File: config.mk
export PLATFORM = sky130hd
export DESIGN_NAME = pc_gen
export DESIGN_NICKNAME = d
export VERILOG_FILES = /design/src/rtl/pc_pkg.sv /design/src/rtl/pc_redir_buf.sv /design/src/rtl/pc_gen.sv
export SDC_FILE = /design/constraint.sdc
export NUM_CORES = 1
export LEC_CHECK = 0
export CAP_MARGIN = 0
export CORE_ASPECT_RATIO = 0.75
export CORE_MARGIN = 2
export CORE_UTILIZATION = 35
export CTS_CLUSTER_SIZE = 10
export DETAILED_ROUTE_END_ITERATION = 16
export GPL_ROUTABILITY_DRIVEN = 0
export GPL_TIMING_DRIVEN = 0
export PLACE_DENSITY_LB_ADDON = 0.1
export REMOVE_ABC_BUFFERS = 1
export SLEW_MARGIN = 20
export SYNTH_ARGS = -nofsm -noshare
export SYNTH_HDL_FRONTEND = slang
export SYNTH_SLANG_ARGS = --single-unit
File: constraint.sdc
create_clock -name clk -period 3.4 [get_ports clk]
set_clock_uncertainty 0.2 [all_clocks]
set_input_delay 0.85 -clock clk [delete_from_list [all_inputs] [get_ports clk]]
set_output_delay 0.85 -clock clk [all_outputs]
set_load 0.005 [all_outputs]
File: src/rtl/pc_pkg.sv
// pc_pkg: shared state encoding and default vectors for the fetch PC generator.
// Latency: n/a (types and constants only).
// Backpressure: n/a.
package pc_pkg;

  typedef enum logic [1:0] {
    BOOT   = 2'd0,
    RUN    = 2'd1,
    HALTED = 2'd2
  } pc_state_t;

  localparam logic [31:0] DEF_RESET_VEC = 32'h0000_0000;
  localparam logic [31:0] DEF_TRAP_VEC  = 32'h0000_0100;
  localparam int          DEF_INC       = 4;

endpackage

File: src/rtl/pc_redir_buf.sv
// pc_redir_buf: holds one captured redirect target and its pending flag.
// Latency: capture/clear take effect on the next rising clk edge.
// Backpressure: none; a new capture overwrites the held target (latest wins).
//
// Ports: clk, rst_n (async active-low), capture, clear, target in;
//        pend, target_q out.
module pc_redir_buf
  import pc_pkg::*;
#(
  parameter int XLEN = 32
) (
  input  logic            clk,
  input  logic            rst_n,
  input  logic            capture,
  input  logic            clear,
  input  logic [XLEN-1:0] target,
  output logic            pend,
  output logic [XLEN-1:0] target_q
);

  logic            pend_q;
  logic            pend_d;
  logic [XLEN-1:0] target_d;

  // Capture beats clear so a redirect arriving on the same edge the old one
  // is consumed is not lost.
  always_comb begin
    pend_d   = pend_q;
    target_d = target_q;
    if (capture) begin
      pend_d   = 1'b1;
      target_d = target;
    end else if (clear) begin
      pend_d   = 1'b0;
    end
  end

  always_ff @(posedge clk or negedge rst_n) begin
    if (!rst_n) begin
      pend_q   <= 1'b0;
      target_q <= '0;
    end else begin
      pend_q   <= pend_d;
      target_q <= target_d;
    end
  end

  assign pend = pend_q;

endmodule

File: src/rtl/pc_gen.sv
// pc_gen: fetch-stage program counter with boot delay, redirect, trap and halt.
// Latency: every OUT change appears one clk after the causing input is sampled.
// Backpressure: STALL holds OUT; a redirect seen while stalled is parked and
//               applied when the stall releases.
//
// Ports: clk, rst (async active-low), STALL, REDIR_VALID, REDIR_TARGET, TRAP,
//        HALT_REQ, RESUME in; OUT, OUT_VALID, PEND, STATE out.
// Optional: define PC_STALL_CNT_EN to add STALL_CNT[31:0], a saturating count
//           of edges seen in RUN with STALL high.
module pc_gen
  import pc_pkg::*;
#(
  parameter int              XLEN        = 32,
  parameter logic [XLEN-1:0] RESET_VEC   = XLEN'(DEF_RESET_VEC),
  parameter logic [XLEN-1:0] TRAP_VEC    = XLEN'(DEF_TRAP_VEC),
  parameter int              INC         = DEF_INC,
  parameter int              BOOT_CYCLES = 2
) (
  input  logic            clk,
  input  logic            rst,
  input  logic            STALL,
  input  logic            REDIR_VALID,
  input  logic [XLEN-1:0] REDIR_TARGET,
  input  logic            TRAP,
  input  logic            HALT_REQ,
  input  logic            RESUME,
  output logic [XLEN-1:0] OUT,
  output logic            OUT_VALID,
  output logic            PEND,
  output logic [1:0]      STATE
`ifdef PC_STALL_CNT_EN
  ,
  output logic [31:0]     STALL_CNT
`endif
);

  localparam int BC_W = $clog2(BOOT_CYCLES + 1);

  // Word-aligned fetch: drop the byte-offset bits of any redirect/trap target.
  localparam logic [XLEN-1:0] ALIGN_MASK = (INC == 4) ? ~XLEN'(3) : {XLEN{1'b1}};

  pc_state_t       state_q;
  pc_state_t       state_d;
  logic [XLEN-1:0] pc_q;
  logic [XLEN-1:0] pc_d;
  logic [BC_W-1:0] boot_cnt_q;
  logic [BC_W-1:0] boot_cnt_d;

  logic            buf_capture;
  logic            buf_clear;
  logic            buf_pend;
  logic [XLEN-1:0] buf_target;
  logic [XLEN-1:0] redir_al;
  logic [XLEN-1:0] trap_al;

  assign redir_al = REDIR_TARGET & ALIGN_MASK;
  assign trap_al  = TRAP_VEC & ALIGN_MASK;

  pc_redir_buf #(
    .XLEN (XLEN)
  ) u_redir_buf (
    .clk      (clk),
    .rst_n    (rst),
    .capture  (buf_capture),
    .clear    (buf_clear),
    .target   (redir_al),
    .pend     (buf_pend),
    .target_q (buf_target)
  );

  always_comb begin
    state_d     = state_q;
    pc_d        = pc_q;
    boot_cnt_d  = boot_cnt_q;
    buf_capture = 1'b0;
    buf_clear   = 1'b0;

    unique case (state_q)
      BOOT: begin
        // PC sits at RESET_VEC and every input is ignored until boot ends.
        if (boot_cnt_q == BC_W'(BOOT_CYCLES - 1)) begin
          state_d = RUN;
        end else begin
          boot_cnt_d = boot_cnt_q + BC_W'(1);
        end
      end

      RUN: begin
        if (TRAP) begin
          pc_d      = trap_al;
          buf_clear = 1'b1;
        end else if (HALT_REQ) begin
          state_d     = HALTED;
          buf_capture = REDIR_VALID;
        end else if (REDIR_VALID && !STALL) begin
          // A live redirect supersedes anything parked earlier.
          pc_d      = redir_al;
          buf_clear = 1'b1;
        end else if (REDIR_VALID) begin
          buf_capture = 1'b1;
        end else if (!STALL && buf_pend) begin
          pc_d      = buf_target;
          buf_clear = 1'b1;
        end else if (!STALL) begin
          pc_d = pc_q + XLEN'(INC);
        end
      end

      HALTED: begin
        if (TRAP) begin
          pc_d      = trap_al;
          buf_clear = 1'b1;
        end else begin
          buf_capture = REDIR_VALID;
          // RESUME outranks a simultaneous HALT_REQ; no increment on this edge.
          if (RESUME) begin
            state_d = RUN;
            if (buf_pend) begin
              pc_d      = buf_target;
              buf_clear = 1'b1;
            end
          end
        end
      end

      default: begin
        state_d = BOOT;
      end
    endcase
  end

  always_ff @(posedge clk or negedge rst) begin
    if (!rst) begin
      state_q    <= BOOT;
      pc_q       <= RESET_VEC;
      boot_cnt_q <= '0;
    end else begin
      state_q    <= state_d;
      pc_q       <= pc_d;
      boot_cnt_q <= boot_cnt_d;
    end
  end

  assign OUT       = pc_q;
  assign OUT_VALID = (state_q == RUN);
  assign PEND      = buf_pend;
  assign STATE     = state_q;

`ifdef PC_STALL_CNT_EN
  logic [31:0] stall_cnt_q;
  logic [31:0] stall_cnt_d;

  always_comb begin
    stall_cnt_d = stall_cnt_q;
    if ((state_q == RUN) && STALL && (stall_cnt_q != 32'hFFFF_FFFF)) begin
      stall_cnt_d = stall_cnt_q + 32'd1;
    end
  end

  always_ff @(posedge clk or negedge rst) begin
    if (!rst) begin
      stall_cnt_q <= '0;
    end else begin
      stall_cnt_q <= stall_cnt_d;
    end
  end

  assign STALL_CNT = stall_cnt_q;
`endif

endmodule

; After elaboration in Yosys (flattened, before gate mapping)
; Index checks and enable logic that the tools add are counted.
[totals]
ff_bits = 67
in_bits = 39
[classes]
add_sub_neg = 2
n_eq_ne = 13
mux = 33
bitwise_logic = 1
n_reduce_logical = 9
[ops]
columns = operator, count
row1 = $mux 32, 9
row2 = $pmux 32 s2, 1
row3 = $add 32x3->32 const B, 1
row4 = $mux 1, 15
row5 = $mux 2, 5
row6 = $ne 2x2->1 const B, 5
row7 = $ne 3x3->1 const B, 2
row8 = $pmux 2 s3, 1
row9 = $reduce_and 6->1, 1
row10 = $ne 5x3->1 const B, 1
row11 = $reduce_and 5->1, 1
row12 = $eq 2x1->1 const B, 2
row13 = $ne 4x3->1 const B, 1
row14 = $pmux 1 s2, 2
row15 = $reduce_bool 2->1, 2
row16 = $ne 3x2->1 const B, 1
row17 = $add 2x1->2 const B, 1
row18 = $eq 2x2->1 const B, 1
row19 = $logic_and 1x1->1, 2
row20 = $logic_not 2->1, 1
row21 = $reduce_and 2->1, 1
row22 = $logic_not 1->1, 1
row23 = $not 1->1, 1

; Depth between registers and ports, before layout
; Gate-level depths: netlist (run 1).
[logic_depth]
depth_word = 10
ltp_mapped = 9

; Modules after synthesis
; A second synthesis (run 1) with hierarchy kept.
[hier_totals]
cells_unflattened = 430
hier_area_um2 = 4418.0
[by_module_without_submodules]
columns = mod, instances, cells_each, area_each_um2, seq_area_each_um2
row1 = pc_gen, 1, 359, 3040.4, 900.9
row2 = pc_redir_buf, 1, 71, 1377.6, 825.8

; Worst setup path after synthesis (run 1)
; No wires, ideal clock.
[synth_path]
path_type = input to register
start = in TRAP
end = reg pc_q[18], in the netlist OUT[18]
arrival_time_ns = 2.180
path_slack_ns = 0.943
stages = 7
n_path_buf = 2
path_cell_list = buf_2 or2_1 buf_2 or4_1 nor4_1 a21oi_1 o2bb2ai_1
[synth_between]
elab_chain_cells = 2
elab_cells_between_ends = 9
[synth_lines]
columns = item, line_no
row1 = start: declaration, pc_gen.sv:24  ; input logic TRAP,
row2 = "$ne 5x3->1 (no source line), or another cell as far along", -
row3 = $reduce_and 6->1 (no source line) or $pmux 32 s2 (tied branches), -
row4 = end signal: assignment, pc_gen.sv:139  ; pc_q <= pc_d;
row5 = end: declaration, pc_gen.sv:44  ; logic [XLEN-1:0] pc_q;
; Several ways; a longest one is shown, not always the timed one.
; A chain may end at the register's enable or synchronous reset.

; Worst setup path after layout (run 1)
[layout_path]
start = in REDIR_VALID
end = reg pc_q[11], in the netlist OUT[11]
[layout_between]
elab_chain_cells = 5
elab_cells_between_ends = 8
[layout_lines]
columns = item, line_no
row1 = start: declaration, pc_gen.sv:22  ; input logic REDIR_VALID,
row2 = $logic_and 1x1->1, pc_gen.sv:95  ; end else if (REDIR_VALID && !STALL) begin
row3 = $mux 32, pc_gen.sv:95
row4 = $mux 32, pc_gen.sv:92  ; end else if (HALT_REQ) begin
row5 = $mux 32, pc_gen.sv:89  ; if (TRAP) begin
row6 = $pmux 32 s2, pc_gen.sv:78  ; unique case (state_q)
; Several ways; a longest one is shown, not always the timed one. The select of a mux whose other input is x is not followed.

==> flow_metrics.py, run 1 <==
metrics = {
    "yosys": {
        "yosysMostFrequentCell": "dfrtp_1",
        "ys_seq_area_share_pct": 38.03,
        "ys_types": 63,
        "ys_ff_latch": 65,
        "ys_warn_count": 0,
        "synthTopCellsByCount": "65 x dfrtp_1, 39 x a21oi_1, 38 x nand2_1, 31 x mux2_2, 29 x nor2_1",
        "synth_top_area_cell": "dfrtp_1",
        "synth_area_leaders": "dfrtp_1 38%, mux2_2 8.2%, a21oi_1 4.6%, nand2_1 3.3%, o21ai_0 2.6%",
        "synth_area_um2": 4277,
        "async_flop_share_pct": 100.0,
        "synth_edf_count": 0,
        "synth_area_per_cell_um2": 8.984,
        "ys.flop_type": "dfrtp_1",
        "synth_top_area_share_pct": 38.03,
        "synth_cells": 476,
    },
    "detailed_routing": {
        "vias": 4134,
        "antenna_left": 0,
        "drt-pass1-iter-count": 5,
        "post-route-drc-count": 0,
        "routed_wl_um": 14040,
        "vias_per_cell": 5.948,
        "avgRoutedWirePerCell_um": 20.20,
        "drtIter0Drc": 327,
    },
    "cells_and_area": {
        "area.growth.synth_to_final_pct": 27.62,
        "stdcell_area_um2": 5458,
        "finalNetCount": 573,
        "diodes": 0,
        "post-route-util_pct": 46.48,
        "drive_gt1_share_pct": 13.32,
    },
    "worst_setup_path": {
        "crit_buf_inv": 1,
        "cp_top_family": "simple AND/OR/NAND/NOR gates",
        "cp_slowest_cell": "clkdlybuf4s50_1",
        "cp_max_fo": 16,
        "worst_ep_arrival_time_ns": 3.30,
        "startpoint_type": "input pin",
        "crit_chain": "clkdlybuf4s50_1, nand2b_2, nand2_1, or4_1, o221ai_1, a32o_1",
        "worst_setup_path_end_kind": "flip-flop",
        "required_ns": 3.48,
        "max_stage_delay_ns": 0.75,
        "crit_type": "in -> reg",
    },
    "status": {
        "status": "finished, final reports clean",
    },
    "hold_path": {
        "hold_class": "in -> async",
    },
    "grt": {
        "antenna_found_initial": 0,
        "grt_first_pass_wirelength_um": 22360,
        "grt_max_degree": 35,
        "grt_pass1_vias": 3973,
        "grt_usage_pct": 21.66,
        "overflow": 0,
    },
    "power": {
        "p_leak_uw": 0.002109,
        "peakVddDrop_v": 0.0003029,
        "powerDensity_nw_per_um2": 901.1,
    },
    "job": {
        "max_cap_violations": 0,
    },
    "floorplan": {
        "start_util_pct": 36.42,
        "die_w_um": 131.6,
        "die_area_um2": 13130,
        "pin_count": 75,
        "chipHeight_um": 99.73,
        "rows": 34,
        "core_area_um2": 11740,
    },
    "clocking": {
        "holdBufCountCts": 0,
        "cts_sinks": 65,
        "clockRootBuffer": "clkbuf_16",
        "path_clk_slew_ns": 0.06,
        "numCtsBuffers": 9,
        "clock_path_buffers": 2,
        "cts.htree.levels": 3,
        "cts_tree": "yes",
        "clk-insertion-delay-late_ns": 0.34,
    },
    "sta": {
        "hold_slack_ns": 0.2637,
        "finalHoldViolCount": 0,
        "drv_slew": 0,
        "max_freq_mhz": 310.2,
        "tightest_slew_ns": 0.7906,
        "fin_crit_ns": 3.223,
        "finalCritPeriodShare_pct": 94.80,
        "relSlewSlack_pct": 47.05,
        "setup_violations": 0,
        "rsz0062_at_grt": "false",
    },
    "place": {
        "hpwl_um": 9717,
        "place_area_um2": 5142,
        "port_buffers": 70,
    },
}
==> registers in the layout, summed over array words and instances (netlist names) <==
name	cells
OUT	30
u_redir_buf.target_q	30
STATE	2
boot_cnt_q	2
u_redir_buf.pend	1
==> report_power, final <==
group	switching [µW]	internal, µW
clock network	350	571
logic	1170	1190
registers	489	1140
==> layout make-up <==
type | instances | area [µm²]
Sequential cell | 65 | 1627
Tap cell | 162 | 202.7
Fill cell | 1151 | 6284
Timing Repair Buffer | 77 | 822.0
Clock inverter | 2 | 10.01
Clock buffer | 14 | 284.0
Multi-Input combinational cell | 359 | 2449
Inverter | 16 | 63.81
==> cells by family (layout without fill, tap and decap cells) <==
logic type	count (synthesis)	in the layout	share of synthesized area, %
fa+ha+maj	6	6	1.755
simple gates	158	158	20.16
xor+xnor	11	11	2.253
other cells	1	2	0.08769
mux	31	31	8.163
buf+inv	53	109	5.412
flops	65	65	38.03
compound gates	151	151	24.14
==> routing by layer <==
metal | global-route usage, % | share of wire, % | up-vias
met3 | 4.332 | 5.7 | 21
met2 | 31.66 | 43 | 157
met1 | 32.16 | 50 | 2038
li1 | - | - | 1918
met5 | 0 | 0 | -
met4 | 6.522 | 1.5 | 0
==> timing repair <==
item	in CTS	in global routing
gates resized for setup	8	0
setup buffers	1	0
endpoints found under the setup margin	41	0
==> through the flow <==
step / TNS (ns) / total power (µW) / cells / worst slack [ns]
after floorplan: 0 / 2868 / 440 / 0.1700
after global placement: -167.60 / 3782 / 672 / -1.937
after detailed placement: -35.54 / 3973 / 678 / -1.004
after CTS: 0 / 4919 / 695 / 0.1851
after global routing: 0 / 5245 / 695 / 0.05344
final: 0 / 4918 / 695 / 0.1768
==> cell usage in the layout (no fill, tap or decap), types with 5 or more instances in the layout <==
master / n
o22a_1: 5
a211oi_1: 8
o22ai_1: 7
a22oi_1: 5
o31ai_1: 5
nor3_1: 14
and4_1: 5
nand2_1: 38
a211o_1: 7
clkdlybuf4s50_1: 67
a21oi_1: 39
a31oi_1: 7
o221ai_1: 7
ha_1: 5
o211ai_1: 6
clkbuf_16: 9
dfrtp_1: 65
inv_1: 15
nor2_1: 29
mux2_2: 31
nand3_1: 15
or3_1: 5
xnor2_1: 7
nor4_1: 8
o21ai_0: 22
nand4_1: 12
==> worst register-to-register path: cells and delay by family (launching register included) <==
family / cells / cell delay (ns)
AO/OA/AOI/OAI: 4 / 0.91
adder cells (fa/ha/maj): 1 / 0.55
buffers and inverters: 3 / 0.48
flip-flops: 1 / 0.43
AND/OR/NAND/NOR: 1 / 0.29
==> path summary, 6_finish.rpt <==
path                                      startpoint                                   end  slack [ns]  cells after the start
hold reg to reg            boot_cnt_q[1]$_DFFE_PN0P_             boot_cnt_q[1]$_DFFE_PN0P_        0.28                      2
setup / recovery                         REDIR_VALID                   OUT[11]$_DFFE_PN0P_        0.18                      6
min in group clk           boot_cnt_q[1]$_DFFE_PN0P_             boot_cnt_q[1]$_DFFE_PN0P_        0.28                      2
setup reg to reg                STATE[0]$_DFFE_PN0P_                   OUT[30]$_DFFE_PN0P_        0.46                      9
max in group asynchronous                        rst  u_redir_buf.target_q[26]$_DFFE_PN0P_        2.18                      2
hold / removal                                   rst   u_redir_buf.target_q[4]$_DFFE_PN0P_        0.26                      1
No activity file was read; power rests on OpenSTA's default activity.
==> inputs of run 2 (changes only) <==
--- a/config.mk
+++ b/config.mk
@@ -13,2 +13,3 @@
 export DETAILED_ROUTE_END_ITERATION = 16
+export DONT_BUFFER_PORTS = 1
 export GPL_ROUTABILITY_DRIVEN = 0
--- a/constraint.sdc
+++ b/constraint.sdc
@@ -4,2 +4,2 @@
 set_output_delay 0.85 -clock clk [all_outputs]
-set_load 0.005 [all_outputs]
+set_load 0.01 [all_outputs]
==> flow_metrics.py, run 2 (synthesized netlist as in run 1, its figures left out) <==
metrics = {
    "detailed_routing": {
        "drtIter0Drc": 310,
        "drt-pass1-iter-count": 5,
        "vias_per_cell": 6.191,
        "antenna_left": 0,
        "routed_wl_um": 14740,
        "avgRoutedWirePerCell_um": 23.44,
        "post-route-drc-count": 0,
        "vias": 3894,
    },
    "clocking": {
        "clockRootBuffer": "clkbuf_16",
        "clock_path_buffers": 2,
        "cts_sinks": 65,
        "cts.htree.levels": 3,
        "path_clk_slew_ns": 0.05,
        "numCtsBuffers": 9,
        "clk-insertion-delay-late_ns": 0.33,
        "cts_tree": "yes",
    },
    "grt": {
        "grt_first_pass_wirelength_um": 22360,
        "grt_pass1_vias": 3746,
        "grt_usage_pct": 22.23,
        "grt_max_degree": 66,
        "overflow": 0,
        "antenna_found_initial": 0,
    },
    "power": {
        "power.internal_uw": 2548,
        "p_sw_uw": 2062,
        "peakVddDrop_v": 0.0003892,
        "p_seq_share_pct": 37.6,
        "p_total_uw": 4610,
        "p_leak_uw": 0.001823,
        "switching_share_pct": 44.73,
        "powerDensity_nw_per_um2": 974.7,
        "power_frac_clock_pct": 18.2,
        "p_comb_share_pct": 44.2,
    },
    "place": {
        "hpwl_um": 9607,
        "place_area_um2": 4395,
        "place_ws_ns": -0.6783,
        "port_buffers": 0,
    },
    "cells_and_area": {
        "nFillCells": 1230,
        "drive_gt1_share_pct": 14.13,
        "finalNetCount": 508,
        "post-route-util_pct": 40.28,
        "multiInputGateArea_um2": 2459,
        "register_area_um2": 1627,
        "layout_commonest_cell": "dfrtp_1",
        "layout_common_cells": "65 x dfrtp_1, 39 x a21oi_1, 38 x nand2_1",
        "stdcell_area_um2": 4730,
        "diodes": 0,
        "area.growth.synth_to_final_pct": 10.59,
    },
    "floorplan": {
        "die_w_um": 131.6,
        "die_area_um2": 13130,
        "pin_count": 75,
        "rows": 34,
        "core_area_um2": 11740,
        "start_util_pct": 36.42,
        "chipHeight_um": 99.73,
    },
    "worst_setup_path": {
        "crit_type": "reg -> reg",
        "required_ns": 3.42,
        "cp_max_fo": 25,
        "worst_ep_arrival_time_ns": 2.96,
        "worst_setup_path_end_kind": "flip-flop",
        "startpoint_type": "flip-flop",
    },
    "job": {
        "max_cap_violations": 0,
    },
    "sta": {
        "drv_slew": 0,
        "max_freq_mhz": 339.5,
        "hold_slack_ns": 0.01378,
        "relSlewSlack_pct": 42.34,
        "fin_crit_ns": 2.946,
        "tightest_slew_ns": 0.8610,
        "finalCritPeriodShare_pct": 86.64,
        "finalHoldViolCount": 0,
        "rsz0062_at_grt": "false",
        "setup_violations": 0,
        "setup_ws_ns": 0.4543,
    },
    "status": {
        "status": "finished, final reports clean",
    },
    "hold_path": {
        "hold_class": "in -> async",
    },
}
run 2: worst paths after layout:
kind / startpoint / endpoint / slack (ns) / cells after the start
worst min register to register: boot_cnt_q[1]$_DFFE_PN0P_ / boot_cnt_q[1]$_DFFE_PN0P_ / 0.27 / 2
worst min-delay path: rst / u_redir_buf.target_q[8]$_DFFE_PN0P_ / 0.01 / 0
worst max register to register: STATE[0]$_DFFE_PN0P_ / OUT[29]$_DFFE_PN0P_ / 0.45 / 7
worst max-delay path: STATE[0]$_DFFE_PN0P_ / OUT[29]$_DFFE_PN0P_ / 0.45 / 7
max in group asynchronous: rst / u_redir_buf.target_q[5]$_DFFE_PN0P_ / 1.99 / 1
min in group clk: boot_cnt_q[1]$_DFFE_PN0P_ / boot_cnt_q[1]$_DFFE_PN0P_ / 0.27 / 2
run 2: repair_timing:
action | CTS | global route
setup endpoints to repair | 42 | 12
pin swaps | 0 | 2
cloned | 0 | 1
hold buffers | 0 | 1
setup buffers | 1 | 5
hold endpoints to repair | 0 | 9
resized for setup | 2 | 0
run 2: worst max-delay path, stage by stage (launching register included):
cell      delay [ns]
dfrtp_1         0.46
inv_1           0.10
ha_2            0.40
nand2b_1        0.42
nand2_1         0.40
a211o_1         0.43
a211o_1         0.28
o211a_1         0.13
run 2: layout make-up:
cell class / count / share of cell area [%]
Multi-Input combinational cell: 360 / 51.98
Inverter: 16 / 1.349
Clock buffer: 15 / 5.450
Tap cell: 162 / 4.286
Sequential cell: 65 / 34.39
Timing Repair Buffer: 11 / 2.540
run 2: metal layers:
metal	share of wire, %	GRT usage, %	vias to the layer above
li1	-	-	1788
met1	49	31.64	1937
met2	42	32.70	153
met3	7.7	6.473	16
met4	1.2	6.522	0
met5	0	0	-
run 2: power by group through the flow:
stage	clock, µW	sequential [µW]	combinational (µW)
6_report	839	1730	2040
5_1_grt	895	1790	2240
2_1_floorplan	0	1550	1380
3_5_place_dp	0	1740	1870
4_1_cts	859	1730	1900
3_3_place_gp	0	1730	1760
run 2: through the flow:
step	setup TNS (ns)	instances
after floorplan	0	440
after global placement	-72.60	602
after detailed placement	-15.93	606
after CTS	0	622
after global routing	0	629
final	0	629
==> inputs of run 3 (changes only) <==
GPL_TIMING_DRIVEN = 1   (was 0)
SLEW_MARGIN = unset   (was 20)
clock period = 2.38 ns   (was 3.4 ns; I/O delays follow)
==> flow_metrics.py, run 3 (synthesized netlist as in run 1, its figures left out) <==
metrics = {
    "clocking": {
        "post_cts_buffers": 0,
        "clockRootBuffer": "clkbuf_16",
        "cts_tree": "yes",
        "cts.htree.levels": 3,
        "numCtsBuffers": 9,
        "path_clk_slew_ns": 0.06,
        "clk-insertion-delay-late_ns": 0.35,
        "clock_path_buffers": 2,
        "cts_sinks": 65,
    },
    "grt": {
        "overflow": 0,
        "antenna_found_initial": 0,
        "grt_pass1_vias": 3924,
        "grt_usage_pct": 23.26,
        "grt_max_degree": 66,
        "grt_first_pass_wirelength_um": 23270,
    },
    "detailed_routing": {
        "vias": 4029,
        "drtIter0Drc": 262,
        "routed_wl_um": 14800,
        "post-route-drc-count": 0,
        "drt-pass1-iter-count": 4,
        "vias_per_cell": 5.942,
        "avgRoutedWirePerCell_um": 21.82,
        "antenna_left": 0,
    },
    "worst_setup_path": {
        "startpoint_type": "flip-flop",
        "reg2regPathDepth": 7,
        "worst_setup_path_end_kind": "flip-flop",
        "required_ns": 2.42,
        "crit_chain": "inv_1, ha_1, or2_1, or4_1, nor4_2, a21oi_1, o2bb2ai_1",
        "crit_type": "reg -> reg",
        "cp_max_fo": 5,
        "max_stage_delay_ns": 0.55,
        "cp_slowest_cell": "or4_1",
        "worst_ep_arrival_time_ns": 2.31,
        "cp_top_family": "simple AND/OR/NAND/NOR gates",
        "crit_buf_inv": 1,
        "path_depth": 7,
    },
    "sta": {
        "rsz0062_at_grt": "false",
        "fin_setup_tns_ns": 0,
        "max_freq_mhz": 440.4,
        "setup_violations": 0,
        "hold_slack_ns": 0.1441,
        "fin_crit_ns": 2.271,
        "finalCritPeriodShare_pct": 95.40,
        "finalHoldViolCount": 0,
        "drv_slew": 0,
        "setup_ws_ns": 0.1094,
    },
    "floorplan": {
        "chipHeight_um": 99.73,
        "rows": 34,
        "core_area_um2": 11740,
        "pin_count": 75,
        "start_util_pct": 36.42,
        "die_w_um": 131.6,
        "die_area_um2": 13130,
    },
    "hold_path": {
        "hold_class": "in -> reg",
        "hold_depth": 1,
    },
    "place": {
        "place_ws_ns": 0.1496,
        "port_buffers": 0,
        "hpwl_um": 10690,
        "place_area_um2": 4821,
        "dpl.cell_count": 660,
    },
    "cells_and_area": {
        "diodes": 0,
        "nFillCells": 1146,
        "layoutNonFillerInstCount": 678,
        "finalNetCount": 556,
        "layout_common_cells": "65 x dfrtp_1, 53 x buf_4, 39 x a21oi_1",
        "layout_commonest_cell": "dfrtp_1",
        "stdcell_area_um2": 5239,
        "drive_gt1_share_pct": 22.67,
        "area.growth.synth_to_final_pct": 22.50,
    },
    "power": {
        "p_leak_uw": 0.002146,
        "peakVddDrop_v": 0.0006536,
        "powerDensity_nw_per_um2": 1423,
    },
    "status": {
        "status": "finished, final reports clean",
    },
    "job": {
        "max_cap_violations": 0,
    },
}
==> run 3: changes by cell type in the layout (fill, tap and decap cells not counted), sizes merged <==
cell      before  now
buf           10   59
clkbuf        15    9
bufinv         0    4
clkinv         0    3
clkinvlp       1    0
inv           15   16
o221ai         9    8
==> run 3: path summary, 6_finish.rpt <==
kind / start / slack (ns) / to
max: STATE[0]$_DFFE_PN0P_ / 0.11 / OUT[18]$_DFFE_PN0P_
min reg2reg: boot_cnt_q[0]$_DFFE_PN0P_ / 0.28 / boot_cnt_q[0]$_DFFE_PN0P_
min: TRAP / 0.14 / OUT[4]$_DFFE_PN0P_
max in group asynchronous: rst / 1.06 / OUT[12]$_DFFE_PN0P_
max reg2reg: STATE[0]$_DFFE_PN0P_ / 0.11 / OUT[18]$_DFFE_PN0P_
min in group asynchronous: rst / 0.61 / u_redir_buf.target_q[19]$_DFFE_PN0P_
==> run 3: stage by stage <==
stage / utilization (%) / total power, µW
CTS: 44.51 / 7459
global placement: 41.06 / 5645
detailed placement: 41.06 / 5731
finish: 44.62 / 7454
global route: 44.62 / 7938
floorplan: - / 4189
==> run 3: power by group <==
part | leakage [µW] | internal, µW | switching, µW
Sequential | 0.000806 | 1640 | 489
Clock | 0.000180 | 1130 | 538
Combinational | 0.00116 | 1620 | 2040
==> run 3: area by class of cell <==
cell class | count | area, µm² | area share, %
Multi-Input combinational cell | 359 | 2446 | 46.69
Sequential cell | 65 | 1627 | 31.05
Timing Repair Buffer | 60 | 535.5 | 10.22
Clock buffer | 9 | 225.2 | 4.299
Tap cell | 162 | 202.7 | 3.869
Clock inverter | 7 | 142.6 | 2.723
Inverter | 16 | 60.06 | 1.146
==> run 3: repair_timing <==
action / 4_1_cts / 5_1_grt
endpoints found under the hold margin: 65 / 0
gates resized for setup: 0 / 2
hold buffers: 2 / 0
endpoints found under the setup margin: 0 / 2
==> run 3: layer usage <==
layer	vias to the layer above	wire, µm	GRT usage [%]
li1	1884	-	-
met4	0	246	7.358
met1	1977	7174	32.94
met2	150	6244	34.03
met5	-	0	0
met3	18	1131	6.932
